File: src/rtl/ysyx_rob.sv
// In-order reorder buffer: allocates tags at dispatch, completes entries out of order on
// writeback, retires them in program order and raises flush on a mispredicted or trapping commit.
`ifndef YSYX_ROB_SIZE
`define YSYX_ROB_SIZE 4
`endif
`ifndef YSYX_XLEN
`define YSYX_XLEN 32
`endif

module ysyx_rob #(
   parameter int ROB_SIZE = `YSYX_ROB_SIZE,
   parameter int XLEN     = `YSYX_XLEN,
   localparam int TW      = $clog2(ROB_SIZE) + 1
) (
   input  logic            clock,
   input  logic            reset,
   input  logic            dis_valid,
   output logic            dis_ready,
   input  logic [4:0]      dis_rd,
   input  logic [XLEN-1:0] dis_pc,
   input  logic [XLEN-1:0] dis_pnpc,
   output logic [TW-1:0]   dis_dest,
   input  logic            wb_valid,
   input  logic [TW-1:0]   wb_dest,
   input  logic [XLEN-1:0] wb_result,
   input  logic [XLEN-1:0] wb_npc,
   input  logic            wb_trap,
   input  logic [XLEN-1:0] wb_cause,
   input  logic [TW-1:0]   q_tag,
   output logic            q_ready,
   output logic [XLEN-1:0] q_data,
   output logic            cmt_valid,
   input  logic            cmt_ready,
   output logic [4:0]      cmt_rd,
   output logic [XLEN-1:0] cmt_result,
   output logic [XLEN-1:0] cmt_pc,
   output logic [TW-1:0]   cmt_dest,
   output logic            cmt_trap,
   output logic [XLEN-1:0] cmt_cause,
   output logic            flush,
   output logic [XLEN-1:0] flush_pc
);

   localparam int IW = TW - 1;

   typedef enum logic [1:0] {
      SLOT_FREE,
      SLOT_BUSY,
      SLOT_DONE
   } slot_state_e;

   slot_state_e     state_q  [ROB_SIZE];
   slot_state_e     state_n  [ROB_SIZE];
   logic [TW-1:0]   tag_q    [ROB_SIZE];
   logic [4:0]      rd_q     [ROB_SIZE];
   logic [XLEN-1:0] pc_q     [ROB_SIZE];
   logic [XLEN-1:0] pnpc_q   [ROB_SIZE];
   logic [XLEN-1:0] result_q [ROB_SIZE];
   logic [XLEN-1:0] npc_q    [ROB_SIZE];
   logic [XLEN-1:0] cause_q  [ROB_SIZE];
   logic            trap_q   [ROB_SIZE];

   logic [TW-1:0] head_q, tail_q, head_n, tail_n;
   logic [IW-1:0] head_idx, tail_idx, wb_idx, q_idx;
   logic          empty, full, dis_fire, cmt_fire, wb_hit;

   assign head_idx = head_q[IW-1:0];
   assign tail_idx = tail_q[IW-1:0];
   assign wb_idx   = wb_dest[IW-1:0];
   assign q_idx    = q_tag[IW-1:0];

   // Pointers carry a wrap bit so equal indices distinguish full from empty.
   assign empty = (head_q == tail_q);
   assign full  = (head_idx == tail_idx) && (head_q[IW] != tail_q[IW]);

   assign cmt_valid  = !empty && (state_q[head_idx] == SLOT_DONE);
   assign cmt_rd     = rd_q[head_idx];
   assign cmt_result = result_q[head_idx];
   assign cmt_pc     = pc_q[head_idx];
   assign cmt_dest   = head_q;
   assign cmt_trap   = trap_q[head_idx];
   assign cmt_cause  = cause_q[head_idx];
   assign cmt_fire   = cmt_valid && cmt_ready;

   assign flush    = cmt_fire && (trap_q[head_idx] || (npc_q[head_idx] != pnpc_q[head_idx]));
   assign flush_pc = npc_q[head_idx];

   // Space freed by a same-cycle commit is deliberately not reused until next cycle.
   assign dis_ready = !full && !flush;
   assign dis_dest  = tail_q;
   assign dis_fire  = dis_valid && dis_ready;

   // A writeback only lands on a live entry whose full tag matches, filtering stale tags.
   assign wb_hit = wb_valid && (state_q[wb_idx] == SLOT_BUSY) && (tag_q[wb_idx] == wb_dest);

   // Operand lookup forwards a same-cycle writeback ahead of the stored result.
   always_comb begin
      q_ready = 1'b0;
      q_data  = result_q[q_idx];
      if (wb_valid && (wb_dest == q_tag)) begin
         q_ready = 1'b1;
         q_data  = wb_result;
      end else if ((tag_q[q_idx] == q_tag) && (state_q[q_idx] == SLOT_DONE)) begin
         q_ready = 1'b1;
      end
   end

   // Slot state and pointer updates; a flush wins over every other event in the cycle.
   always_comb begin
      state_n = state_q;
      head_n  = head_q;
      tail_n  = tail_q;
      if (flush) begin
         for (int i = 0; i < ROB_SIZE; i++) begin
            state_n[i] = SLOT_FREE;
         end
         head_n = '0;
         tail_n = '0;
      end else begin
         if (dis_fire) begin
            state_n[tail_idx] = SLOT_BUSY;
            tail_n            = tail_q + TW'(1);
         end
         if (wb_hit) begin
            state_n[wb_idx] = SLOT_DONE;
         end
         if (cmt_fire) begin
            state_n[head_idx] = SLOT_FREE;
            head_n            = head_q + TW'(1);
         end
      end
   end

   always_ff @(posedge clock) begin
      if (!reset) begin
         for (int i = 0; i < ROB_SIZE; i++) begin
            state_q[i] <= SLOT_FREE;
         end
         head_q <= '0;
         tail_q <= '0;
      end else begin
         for (int i = 0; i < ROB_SIZE; i++) begin
            state_q[i] <= state_n[i];
         end
         head_q <= head_n;
         tail_q <= tail_n;
      end
   end

   // Payload is only meaningful while its slot is BUSY/DONE, so it needs no reset.
   always_ff @(posedge clock) begin
      if (reset && dis_fire) begin
         tag_q[tail_idx]  <= tail_q;
         rd_q[tail_idx]   <= dis_rd;
         pc_q[tail_idx]   <= dis_pc;
         pnpc_q[tail_idx] <= dis_pnpc;
      end
      if (reset && wb_hit && !flush) begin
         result_q[wb_idx] <= wb_result;
         npc_q[wb_idx]    <= wb_npc;
         trap_q[wb_idx]   <= wb_trap;
         cause_q[wb_idx]  <= wb_cause;
      end
   end

endmodule

File: config.mk
export PLATFORM = sky130hd
export DESIGN_NAME = ysyx_rob
export DESIGN_NICKNAME = d
export VERILOG_FILES = /design/src/rtl/ysyx_rob.sv
export SDC_FILE = /design/constraint.sdc
export NUM_CORES = 1
export LEC_CHECK = 0
export BUFFER_PORTS_ARGS = -buffer_cell sky130_fd_sc_hd__buf_2
export CAP_MARGIN = 20
export CORE_UTILIZATION = 25
export CTS_CLUSTER_SIZE = 8
export DETAILED_ROUTE_END_ITERATION = 10
export SLEW_MARGIN = 0
export SYNTH_ARGS = -nofsm -noshare
export SYNTH_HDL_FRONTEND = slang
export SYNTH_SLANG_ARGS = --single-unit
File: constraint.sdc
create_clock -name clock -period 6.2 [get_ports clock]
set_clock_uncertainty 0.05 [all_clocks]
set_input_delay 0 -clock clock [delete_from_list [all_inputs] [get_ports clock]]
set_output_delay 0 -clock clock [all_outputs]
set_load 0.01 [all_outputs]
; Word level (Yosys, flattened, before mapping)
; Memory sizes are Yosys's and may differ from the RTL's. A register that Yosys moved wholly into a read port is not among the register bits.
; Index checks and enable logic that the tools add are counted.
[op_classes]
n_shift = 0
mux = 41
n_reduce_logical = 21
order_cmp = 7
div_mod_pow = 0
mul = 0
n_addsub = 2
bitwise = 13
n_eq_ne = 10
[ops]
columns = operator, n
row1 = 2-to-1 mux 2 bit, 23
row2 = 2-to-1 mux 8 bit, 5
row3 = 2-to-1 mux 32 bit, 1
row4 = inequality test 32 bit, 1
row5 = logical AND 1 bit, 16
row6 = binary-select mux 2 bit (select 2 bit), 3
row7 = demux 2 bit (select 2 bit), 3
row8 = equality test 3 bit, 4
row9 = ">= comparator 3 bit, second input constant", 4
row10 = inverter 2 -> 3 bit, 4
row11 = "less-than comparator 3 x 1 -> 1 bit, second input constant", 3
row12 = bitwise AND 4 bit, 2
row13 = bitwise AND 8 bit, 1
row14 = inverter 4 bit, 2
row15 = inverter 8 bit, 1
row16 = bitwise OR 4 bit, 2
row17 = "adder 3 x 1 -> 3 bit, second input constant", 2
row18 = 2-to-1 mux 1 bit, 6
row19 = "equality test 2 bit, second input constant", 2
row20 = zero test 1 bit, 3
row21 = "equality test 2 x 1 -> 1 bit, second input constant", 1
row22 = equality test 2 bit, 1
row23 = OR reduction 2 bit, 1
row24 = logical OR 1 bit, 1
row25 = other kinds (2), 2
[totals]
output_inout_bits = 176
inputBits = 177
ram_bits = 676
word_cells = 108
romBits = 0
memories = 8
latch_bits = 0
regBits = 14
[memory_table]
columns = name, depth, width, rd, rd_clocked_by_memory_dff, wr, line
row1 = cause_q, 4, 32, 1, 1, 1, 60  ; logic [XLEN-1:0] cause_q [ROB_SIZE];
row2 = npc_q, 4, 32, 1, 1, 1, 59  ; logic [XLEN-1:0] npc_q [ROB_SIZE];
row3 = pc_q, 4, 32, 1, 1, 1, 56  ; logic [XLEN-1:0] pc_q [ROB_SIZE];
row4 = pnpc_q, 4, 32, 1, 1, 1, 57  ; logic [XLEN-1:0] pnpc_q [ROB_SIZE];
row5 = result_q, 4, 32, 2, 1, 1, 58  ; logic [XLEN-1:0] result_q [ROB_SIZE];
row6 = rd_q, 4, 5, 1, 1, 1, 55  ; logic [4:0] rd_q [ROB_SIZE];
row7 = 2 more memories, --, --, --, --, --, --

; Logic depth before layout (Yosys ltp)
; Gate-level depths: netlist of run 1.
[depth]
depth_word = 18
depth_mapped = 11
mapped_depth_nobuf = 7

; Least setup slack after synthesis of run 1
; OpenSTA, ideal clock, no wires.
[synth_path]
path_kind = register to register
start = reg with a tool-made name
end = mem cause_q[0][0] (netlist bit), enable pin
t_arrival_ps = 4893
synth_period_minus_slack_ps = 5419
path_buffers = 4
setup_time_ps = 476
required_time_ps = 5674
path_slack_ps = 781
path_stages_with_launch = 11
cell_sequence = dfxtp_1 -> buf_6 -> buf_6 -> buf_2 -> mux4_2 -> xnor2_1 -> nand4_1 -> nor2_2 -> a41oi_4 -> buf_6 -> nor2_2
[synth_lines]
columns = element, line
row1 = "end, declared", 60

==> results of run 1 <==
==> metal layers <==
layer	global-route usage (%)	vias to the layer above	share of wire [%]
met5	0	-	0.13
met2	20.7	454	49
li1	-	6150	-
met4	4.88	14	2.8
met3	3.71	135	6.9
met1	16.1	7394	41
==> state kept, by name, indices dropped and copies added, names as in the netlist, named ones only <==
signal and cells:
state_q 8, pc_q 128, cmt_dest 3, trap_q 4, result_q 128, cause_q 128
tag_q 12, dis_dest 3, pnpc_q 128, npc_q 128, rd_q 20
==> cell families (layout without fill, tap and decap cells) <==
logic type                 Yosys count  count (layout)  synth area share (%)
DFF                                692             692                  76.4
muxes                              234             234                  18.3
and+or+nand+nor                     85              85                  1.74
buffers and inverters               64             718                  1.21
xor gates and xnor gates            46              46                  1.49
AOI/OAI and AO/OA                   16              16                 0.552
adders and majority gates            8               8                 0.371
other                                0              13                     0
==> power by group through the flow <==
stage          combinational, uW  sequential, uW  clock, uW
2_1_floorplan                148            5310          0
3_3_place_gp                 340            5310          0
3_5_place_dp                 353            5310          0
4_1_cts                      458            5220       4980
5_1_grt                      488            5220       5150
6_report                     450            5220       4830
==> per-stage QoR <==
stage                     hold WS, ps  worst slack, ps  cells  power (uW)
after global placement            161             1450   2880        5650
after detailed placement          166             1330   2880        5670
final                            65.2             1480   3215       10500
after CTS                       0.477             1300   3201       10700
after global routing             45.2             1020   3212       10900
after floorplan                  48.9              781   1145        5460
==> layout by cell type, fill, tap and decap left out, types with 2 or more instances in the layout <==
cell	netlist	final
edfxtp_1	676	676
buf_2	12	352
mux4_2	193	193
dlygate4sd3_1	0	188
clkbuf_16	0	101
mux2_2	32	32
xnor2_1	26	26
buf_4	2	26
clkbuf_1	27	24
xor2_1	20	20
nand2_1	18	18
nor2_1	15	15
dfxtp_1	16	14
diode_2	0	13
inv_1	10	10
nand2b_1	10	10
nand4_1	9	9
buf_12	2	9
nor2_4	0	8
mux4_1	8	8
ha_1	8	8
nand3_1	4	4
nor4_1	4	4
a41oi_1	4	4
nor2_2	11	3
o311ai_0	4	3
a21boi_0	3	3
nand4b_1	2	2
nor3_1	2	2
nor4b_1	2	2
or3_1	2	2
dfxtp_4	0	2
clkinv_2	0	2
==> path summary, 6_finish.rpt <==
path,start,end,slack (ps),depth (start not counted)
worst max register to register,flip-flop,pc_q[1][26],1480,8
worst min register to register,state_q[7],state_q[7],510,4
worst max-delay path,flip-flop,pc_q[1][26],1480,8
worst min-delay path,wb_result[21],result_q[3][21],70,2
==> area by class of cell <==
class                           instances  area [um2]
Multi-Input combinational cell        389        6090
Clock inverter                          8         110
Clock buffer                          125        2620
Antenna cell                           13        32.5
Inverter                               10        37.5
Timing Repair Buffer                  575        4020
Fill cell                           10072       71800
Tap cell                             1403        1760
Sequential cell                       692       20600
==> summary.txt, run 1 <==
Run status
  – Status: completed

Setup path
  – Max incr delay on CP: 780 ps
  – Crit-path leading delay family: simple AND/OR/NAND/NOR gates
  – Crit. End Element: flip-flop
  – CP Data Required Time: 6420 ps
  – Startpoint types: flip-flop
  – Crit Path Class: reg -> reg
  – Critical path's slowest cell: dfxtp_4
  – Buffers and inverters on the worst path: 2
  – Crit Path Max Fanout: 58
  – Crit-path cells: buf_12, mux4_2, xor2_1, nor4_1, and4_1, a41oi_4, nor2_4, buf_12
  – CP dominant cell by count: buf_12
  – Worst EP arrival: 4940 ps

Global route
  – Number of global-route vias before repair: around 15k
  – Antenna violations before repair: 19
  – Largest net degree at the start of global routing: 82
  – First-pass GRT wire length: 101,000 um
  – Total track usage: 12.8%
  – Total grt overflow: 0

Synth
  – Cell Area, Synth: 27,000 um2
  – Post-synth top area cell: edfxtp_1
  – Post-synth top cells: edfxtp_1 (676), mux4_2 (193), mux2_2 (32)
  – Distinct cells, synth: 41
  – Most frequent cell after synthesis: edfxtp_1
  – Main flop type after synthesis: edfxtp_1
  – Mapped Avg Cell Area: around 24 um2
  – Synthesized flop and latch total: about 690
  – Part of the Yosys area used for sequential elements: 76.4%
  – Asr flop ratio synth: 0%
  – Syn. warnings: 0
  – Post-synth top area share: 75.2%
  – Synthesized instance count: 1,145
  – Post-synth EDFFs: approximately 680
  – Syn Nets: 1,330
  – Top cells by area, synth: edfxtp_1 (75%), mux4_2 (16%), mux2_2 (1.3%)

Finish
  – Area growth from synthesis to layout: 30.7%
  – Share of post-route cells with drive strength above 1: 40.9%
  – Nets@finish: 1,951
  – Final Instance Area: 35,300 um2
  – Final core area utilization: between 30 and 40%

Routing
  – Routed length per instance: 22.1 um
  – Post-DRT Antenna Nets: 0
  – # DRC: 0
  – Initial detailed-routing violation count: roughly 820
  – Drt via density: approximately 4.4
  – First drt pass iteration count: 5
  – Routed Wire Length: 71,200 um
  – Vias after detailed routing: 14.1k

Placement
  – Port bufs: 352
  – DPL Wire Length: 45,800 um
  – Final GP Congestion: 0.786
  – DP Area: 30,600 um2

Power
  – Psw: between 2000 and 2500 uW
  – Clock power share: 46.0%
  – Internal power: 8370 uW
  – Leakage: 0.0116 uW
  – Seq pwr share: 49.7%
  – Switching share of total power: 20.4%
  – Combinational fraction of design power: 4.3%
  – Cell area power density: 298 nW/um2
  – Max VDD drop: 230 uV

Timing
  – Clock period minus worst slack: 4720 ps
  – Sum Neg Setup Slack: 0 ps
  – Final period utilization: 76.1%
  – Final setup fails: 0
  – RSZ-0062 raised after global routing: no
  – Max Clk Rate: 0.212 GHz
  – Max-slew violations: 0
  – Slew @ Worst Pin: 1020 ps
  – Slew HR: 31.8%
  – Final Hold Fails: 0

Clocking
  – Worst skew pair latency: 650 ps
  – Worst-path clk slew: 50 ps
  – Clock Path Buffers: 3
  – Post-CTS sizing: 0
  – Root buffer cell: clkbuf_16
  – TritonCTS Buffers: 98
  – # H-tree levels: 3
  – CTS Sinks: 692
  – Hold buffers post-CTS: 188
  – Post-CTS Setup Bufs: 0
  – CTS tree: built

Flow run
  – Max-cap violations: 0

Die
  – Die area: 109,000 um2
  – Initial Utilization: 25.2%
  – Die W: 331 um
  – Row cnt: 120
  – Die height: 331 um
  – Core ar.: 107,000 um2
  – # IOs: roughly 350

Hold path
  – Hold WC Path Type: in -> reg
Note: power is estimated with default switching activity, not from simulation.
==> run 2, diff against run 1 <==
- ABC_AREA: default -> 1
- clock period: 6.2 -> 4.6 ns (I/O delays scaled with it)
==> summary.txt, run 2 <==
Routing
  – # DRC: 0
  – Drt via density: ~4.6
  – Met2 Wirelength: 38,600 um
  – Wire length on met3: 7100 um
  – First drt pass iteration count: 5
  – Initial detailed-routing violation count: 1,679
  – Routed metal-1 wire length: 37,000 um
  – Routed Wire Length: 84,300 um
  – Post-DRT Antenna Nets: 0
  – Max Used Layer: met5
  – Vias after detailed routing: 20.7k
  – Routed length per instance: 18.6 um

Setup path
  – Worst-case reg-to-reg path depth: 15
  – Flop-to-flop setup slack: 610 ps
  – CP Data Required Time: 4850 ps
  – Startpoint types: flip-flop
  – Worst r2r dst: npc_q[0][13]
  – Crit. End Element: flip-flop
  – Crit Path Max Fanout: 79
  – Worst EP arrival: 4240 ps
  – Crit Path Class: reg -> reg

Global route
  – Total track usage: 14.3%
  – First-pass GRT wire length: 126,000 um
  – Largest net degree at the start of global routing: 96
  – Number of global-route vias before repair: a little over 20k
  – Antenna violations before repair: 14
  – Total grt overflow: 0

Flow run
  – Max-cap violations: 0

Hold path
  – Hold WC Path Type: in -> reg
  – Min-delay src: wb_cause[21]
  – Hold Path Depth: 2
  – Worst Hold End: cause_q[2][21]

Clocking
  – CTS Sinks: between 600 and 700
  – Root buffer cell: clkbuf_16
  – Worst skew pair latency: 660 ps
  – Post-CTS sizing: 0
  – Post-CTS Setup Bufs: 0
  – TritonCTS Buffers: 98
  – # H-tree levels: 3
  – Hold buffers post-CTS: 186
  – Clock Path Buffers: 3
  – CTS tree: built
  – Worst-path clk slew: 50 ps

Synth
  – Mapped Avg Cell Area: 11.6 um2
  – Synthesized instance count: 2,448
  – Distinct cells, synth: 39
  – Syn. warnings: 0
  – Syn Nets: 2,633
  – Main flop type after synthesis: edfxtp_1
  – Asr flop ratio synth: 0%
  – Synthesized flop and latch total: between 600 and 700
  – Most frequent cell after synthesis: edfxtp_1
  – Part of the Yosys area used for sequential elements: 72.4%
  – Post-synth top cells: edfxtp_1 (676), nand2_1 (477), nor2_1 (399)
  – Post-synth top area cell: edfxtp_1
  – Cell Area, Synth: around 28,000 um2
  – Post-synth top area share: 71.3%
  – Post-synth EDFFs: approximately 680
  – Top cells by area, synth: edfxtp_1 (71%), nand2_1 (6.3%), nor2_1 (5.3%)

Power
  – Cell area power density: around 390 nW/um2
  – Max VDD drop: 294 uV
  – Seq pwr share: 49.3%
  – Leakage: 0.0136 uW
  – Switching share of total power: 21.1%
  – Clock power share: 46.2%
  – Power Total: 14,300 uW
  – Internal power: roughly 11,000 uW
  – Psw: 3010 uW
  – Combinational fraction of design power: 4.5%

Timing
  – Clock period minus worst slack: 3990 ps
  – Slew @ Worst Pin: ~970 ps
  – Slew HR: 35.3%
  – Max-slew violations: 0
  – Final setup fails: 0
  – RSZ-0062 raised after global routing: no
  – Final period utilization: 86.7%
  – Max Clk Rate: 0.251 GHz
  – Sum Neg Setup Slack: 0 ps
  – Final Hold Fails: 0

Die
  – Die area: 115,000 um2
  – Die W: between 300 and 400 um
  – Row cnt: 123
  – Core ar.: between 100,000 and 150,000 um2
  – # IOs: 353
  – Initial Utilization: 25.3%
  – Die height: between 300 and 400 um

Finish
  – Share of post-route cells with drive strength above 1: 17.6%
  – Commonest cells after routing, fill and taps aside: edfxtp_1 (676), nand2_1 (477), nor2_1 (391)
  – Commonest non-fill, non-tap cell in the layout: edfxtp_1
  – Area growth from synthesis to layout: 28.8%
  – Nets@finish: 3,173
  – Post-route insts no fill: 4,526
  – Final Instance Area: 36,700 um2

Placement
  – Inst Count DP: 4,202
  – DPL Wire Length: between 50,000 and 60,000 um
  – DP Area: 32,100 um2
  – Port bufs: around 350
  – Final GP Congestion: 0.815

Run status
  – Status: completed
==> run 2: worst max path at each step <==
stage              endpoint  slack, ps  cells past startpoint
2_1_floorplan    pc_q[3][0]        510                     14
3_3_place_gp   npc_q[2][28]        630                     16
3_5_place_dp   npc_q[0][25]        560                     16
4_1_cts        npc_q[0][13]        540                     16
5_1_grt           trap_q[2]        320                     16
6_report       npc_q[0][13]        610                     15
==> run 2: layout make-up <==
type	count	area, um2
Fill cell	11187	76100
Sequential cell	692	20600
Multi-Input combinational cell	1496	6840
Timing Repair Buffer	580	4130
Clock buffer	120	2570
Tap cell	1500	1880
Inverter	120	463
Clock inverter	10	185
Antenna cell	8	20.0
==> run 2: kinds of logic (layout without fill, tap and decap cells) <==
logic type	count (synthesis)	in the layout	synth area share, %
DFF	692	692	72.4
and+or+nand+nor	997	997	13.7
xor gates and xnor gates	3	3	0.0922
adders and majority gates	8	8	0.351
AOI/OAI and AO/OA	487	487	9.51
buffers and inverters	260	830	3.89
muxes	1	1	0.0351
other	0	8	0
==> run 2: critical path, cell delays in order, from the launching register on <==
cell and delay (ps):
dfxtp_4 360, inv_6 500, buf_4 390, o211ai_2 130, nand3_1 90, nand2_1 50
nor2_1 110, nand2_1 60, nor2_1 170, nand3_1 200, nand2_2 170, inv_2 70
nor2_4 230, inv_1 320, nor2_4 240, buf_12 340
==> run 2: metrics by stage <==
| step | hold slack [ps] | util (%) | setup WS [ps] |
|---|---|---|---|
| floorplan | 48.9 | - | 513 |
| global route | 23.1 | 32.5 | 319 |
| finish | 51.8 | 32.5 | 611 |
| detailed placement | 167 | 28.4 | 559 |
| global placement | 167 | 28.4 | 625 |
| CTS | 1.00 | 32.5 | 536 |
==> run 2: power by group through the flow <==
stage                     clock network (uW)  logic [uW]  registers (uW)
after floorplan                            0         213            7160
after global placement                     0         508            7150
after detailed placement                   0         513            7150
after CTS                               6750         651            7030
after global routing                    6990         708            7030
final                                   6590         648            7040
==> run 2: routing by layer <==
layer,GRT usage [%],vias to the layer above
li1,-,9723
met1,19.2,9957
met2,22.9,836
met3,3.67,129
met4,3.42,14
met5,0,-
==> run 3, diff against run 2 <==
- ABC_AREA: 1 -> default
- BUFFER_PORTS_ARGS: -buffer_cell sky130_fd_sc_hd__buf_2 -> default
- CORE_MARGIN: default -> 5
- DONT_BUFFER_PORTS: default -> 1
==> summary.txt, run 3 (synthesized netlist as in run 1, its figures left out) <==
Global route
  – First-pass GRT wire length: 103,000 um
  – Total grt overflow: 0
  – Antenna violations before repair: 17
  – Largest net degree at the start of global routing: 44
  – Total track usage: 12.1%
  – Number of global-route vias before repair: approximately 15k

Clocking
  – Root buffer cell: clkbuf_16
  – Post-CTS Setup Bufs: 0
  – CTS Sinks: a little under 700
  – CTS tree: built
  – # H-tree levels: 3
  – Worst-path clk slew: 70 ps
  – Worst skew pair latency: 680 ps
  – TritonCTS Buffers: between 90 and 100
  – Clock Path Buffers: 3

Finish
  – Share of post-route cells with drive strength above 1: 25.4%
  – Area growth from synthesis to layout: 30.4%
  – Commonest non-fill, non-tap cell in the layout: edfxtp_1
  – Final Instance Area: around 35,000 um2
  – Nets@finish: 1,740
  – Commonest cells after routing, fill and taps aside: edfxtp_1 (676), dlygate4sd3_1 (310), mux4_2 (193)
  – Post-route insts no fill: 3,006

Timing
  – Final Hold Fails: 0
  – Clock period minus worst slack: 4230 ps
  – Max-slew violations: 0
  – RSZ-0062 raised after global routing: no
  – Final setup fails: 0
  – Slew @ Worst Pin: 982 ps
  – Slew HR: 34.5%
  – Max Clk Rate: around 0.24 GHz
  – Final period utilization: around 92%

Die
  – Die W: 339 um
  – Row cnt: 120
  – Die height: 339 um
  – Core ar.: ~110,000 um2
  – Die area: 115,000 um2
  – # IOs: 353
  – Initial Utilization: 25.2%

Setup path
  – Worst EP arrival: 4500 ps
  – Crit. End Element: flip-flop
  – CP Data Required Time: a little under 5000 ps
  – Startpoint types: flip-flop
  – Crit Path Max Fanout: 27
  – Crit Path Class: reg -> reg

Routing
  – Post-DRT Antenna Nets: 0
  – First drt pass iteration count: 4
  – Routed length per instance: 23.6 um
  – Drt via density: 4.44
  – Vias after detailed routing: 13.4k
  – Initial detailed-routing violation count: 769
  – # DRC: 0
  – Routed Wire Length: 70,900 um

Power
  – Cell area power density: ~400 nW/um2
  – Max VDD drop: 376 uV
  – Clock power share: a little under half
  – Internal power: about 11,000 uW
  – Switching share of total power: between 20 and 25%
  – Psw: 2920 uW
  – Combinational fraction of design power: 4.0%
  – Seq pwr share: 49.7%
  – Leakage: 0.0109 uW

Placement
  – DP Area: 29,300 um2
  – DPL Wire Length: 44,800 um
  – Inst Count DP: 2,548
  – Final GP Congestion: 0.776
  – Port bufs: 0

Run status
  – Status: completed

Hold path
  – Hold WC Path Type: in -> reg

Flow run
  – Max-cap violations: 0
## run 3: through the flow
stage	hold slack, ps	TNS [ps]	power, uW	setup WS [ps]	util [%]
finish	51.2	0	14200	365	32.8
global route	14.9	0	14700	23.9	32.8
CTS	0.0769	0	14400	108	32.8
detailed placement	49.0	0	7450	360	27.3
global placement	49.1	0	7440	424	27.3
floorplan	48.9	-361340	7360	-819	-
## run 3: critical path, cell delays in order (launching register included)
cell and delay (ps):
dfxtp_4 470, buf_4 500, mux4_1 810, xnor2_1 220
nand3_1 190, nor3_4 320, a41oi_4 370, nor2_4 650
buf_12 250
## run 3: power by group through the flow
stage	Combinational, uW	Clock, uW	Sequential (uW)
floorplan	199	0	7160
global placement	277	0	7160
detailed placement	280	0	7170
CTS	568	6760	7040
global route	598	7050	7040
finish	561	6560	7050
## run 3: worst paths after layout
| check | start | slack, ps | depth (start not counted) | endpoint |
|---|---|---|---|---|
| min reg2reg | state_q[0] | 530 | 2 | state_q[0] |
| min | dis_pnpc[31] | 50 | 1 | pnpc_q[2][31] |
| max | flip-flop | 370 | 8 | pc_q[1][27] |
| max reg2reg | flip-flop | 370 | 8 | pc_q[1][27] |
## run 3: area by class of cell
class                           count  area, um2
Clock inverter                     11        220
Timing Repair Buffer              364       3860
Multi-Input combinational cell    389       6090
Fill cell                       10087      72000
Antenna cell                        9       22.5
Clock buffer                      128       2570
Sequential cell                   692      20600
Inverter                           10       37.5
Tap cell                         1403       1760
## run 3: routing by layer
layer	up-vias	GRT usage, %	wire length [um]
met5	-	0	67
met4	10	4.91	2540
met3	140	4.52	6470
met2	499	19.9	34700
met1	7006	14.3	27100
li1	5699	-	-
## run 3: timing repair
action | 4_1_cts | 5_1_grt
resized for setup | 0 | 1
endpoints found under the setup margin | 0 | 1
hold endpoints to repair | 1300 | 0
hold buffers | 310 | 0
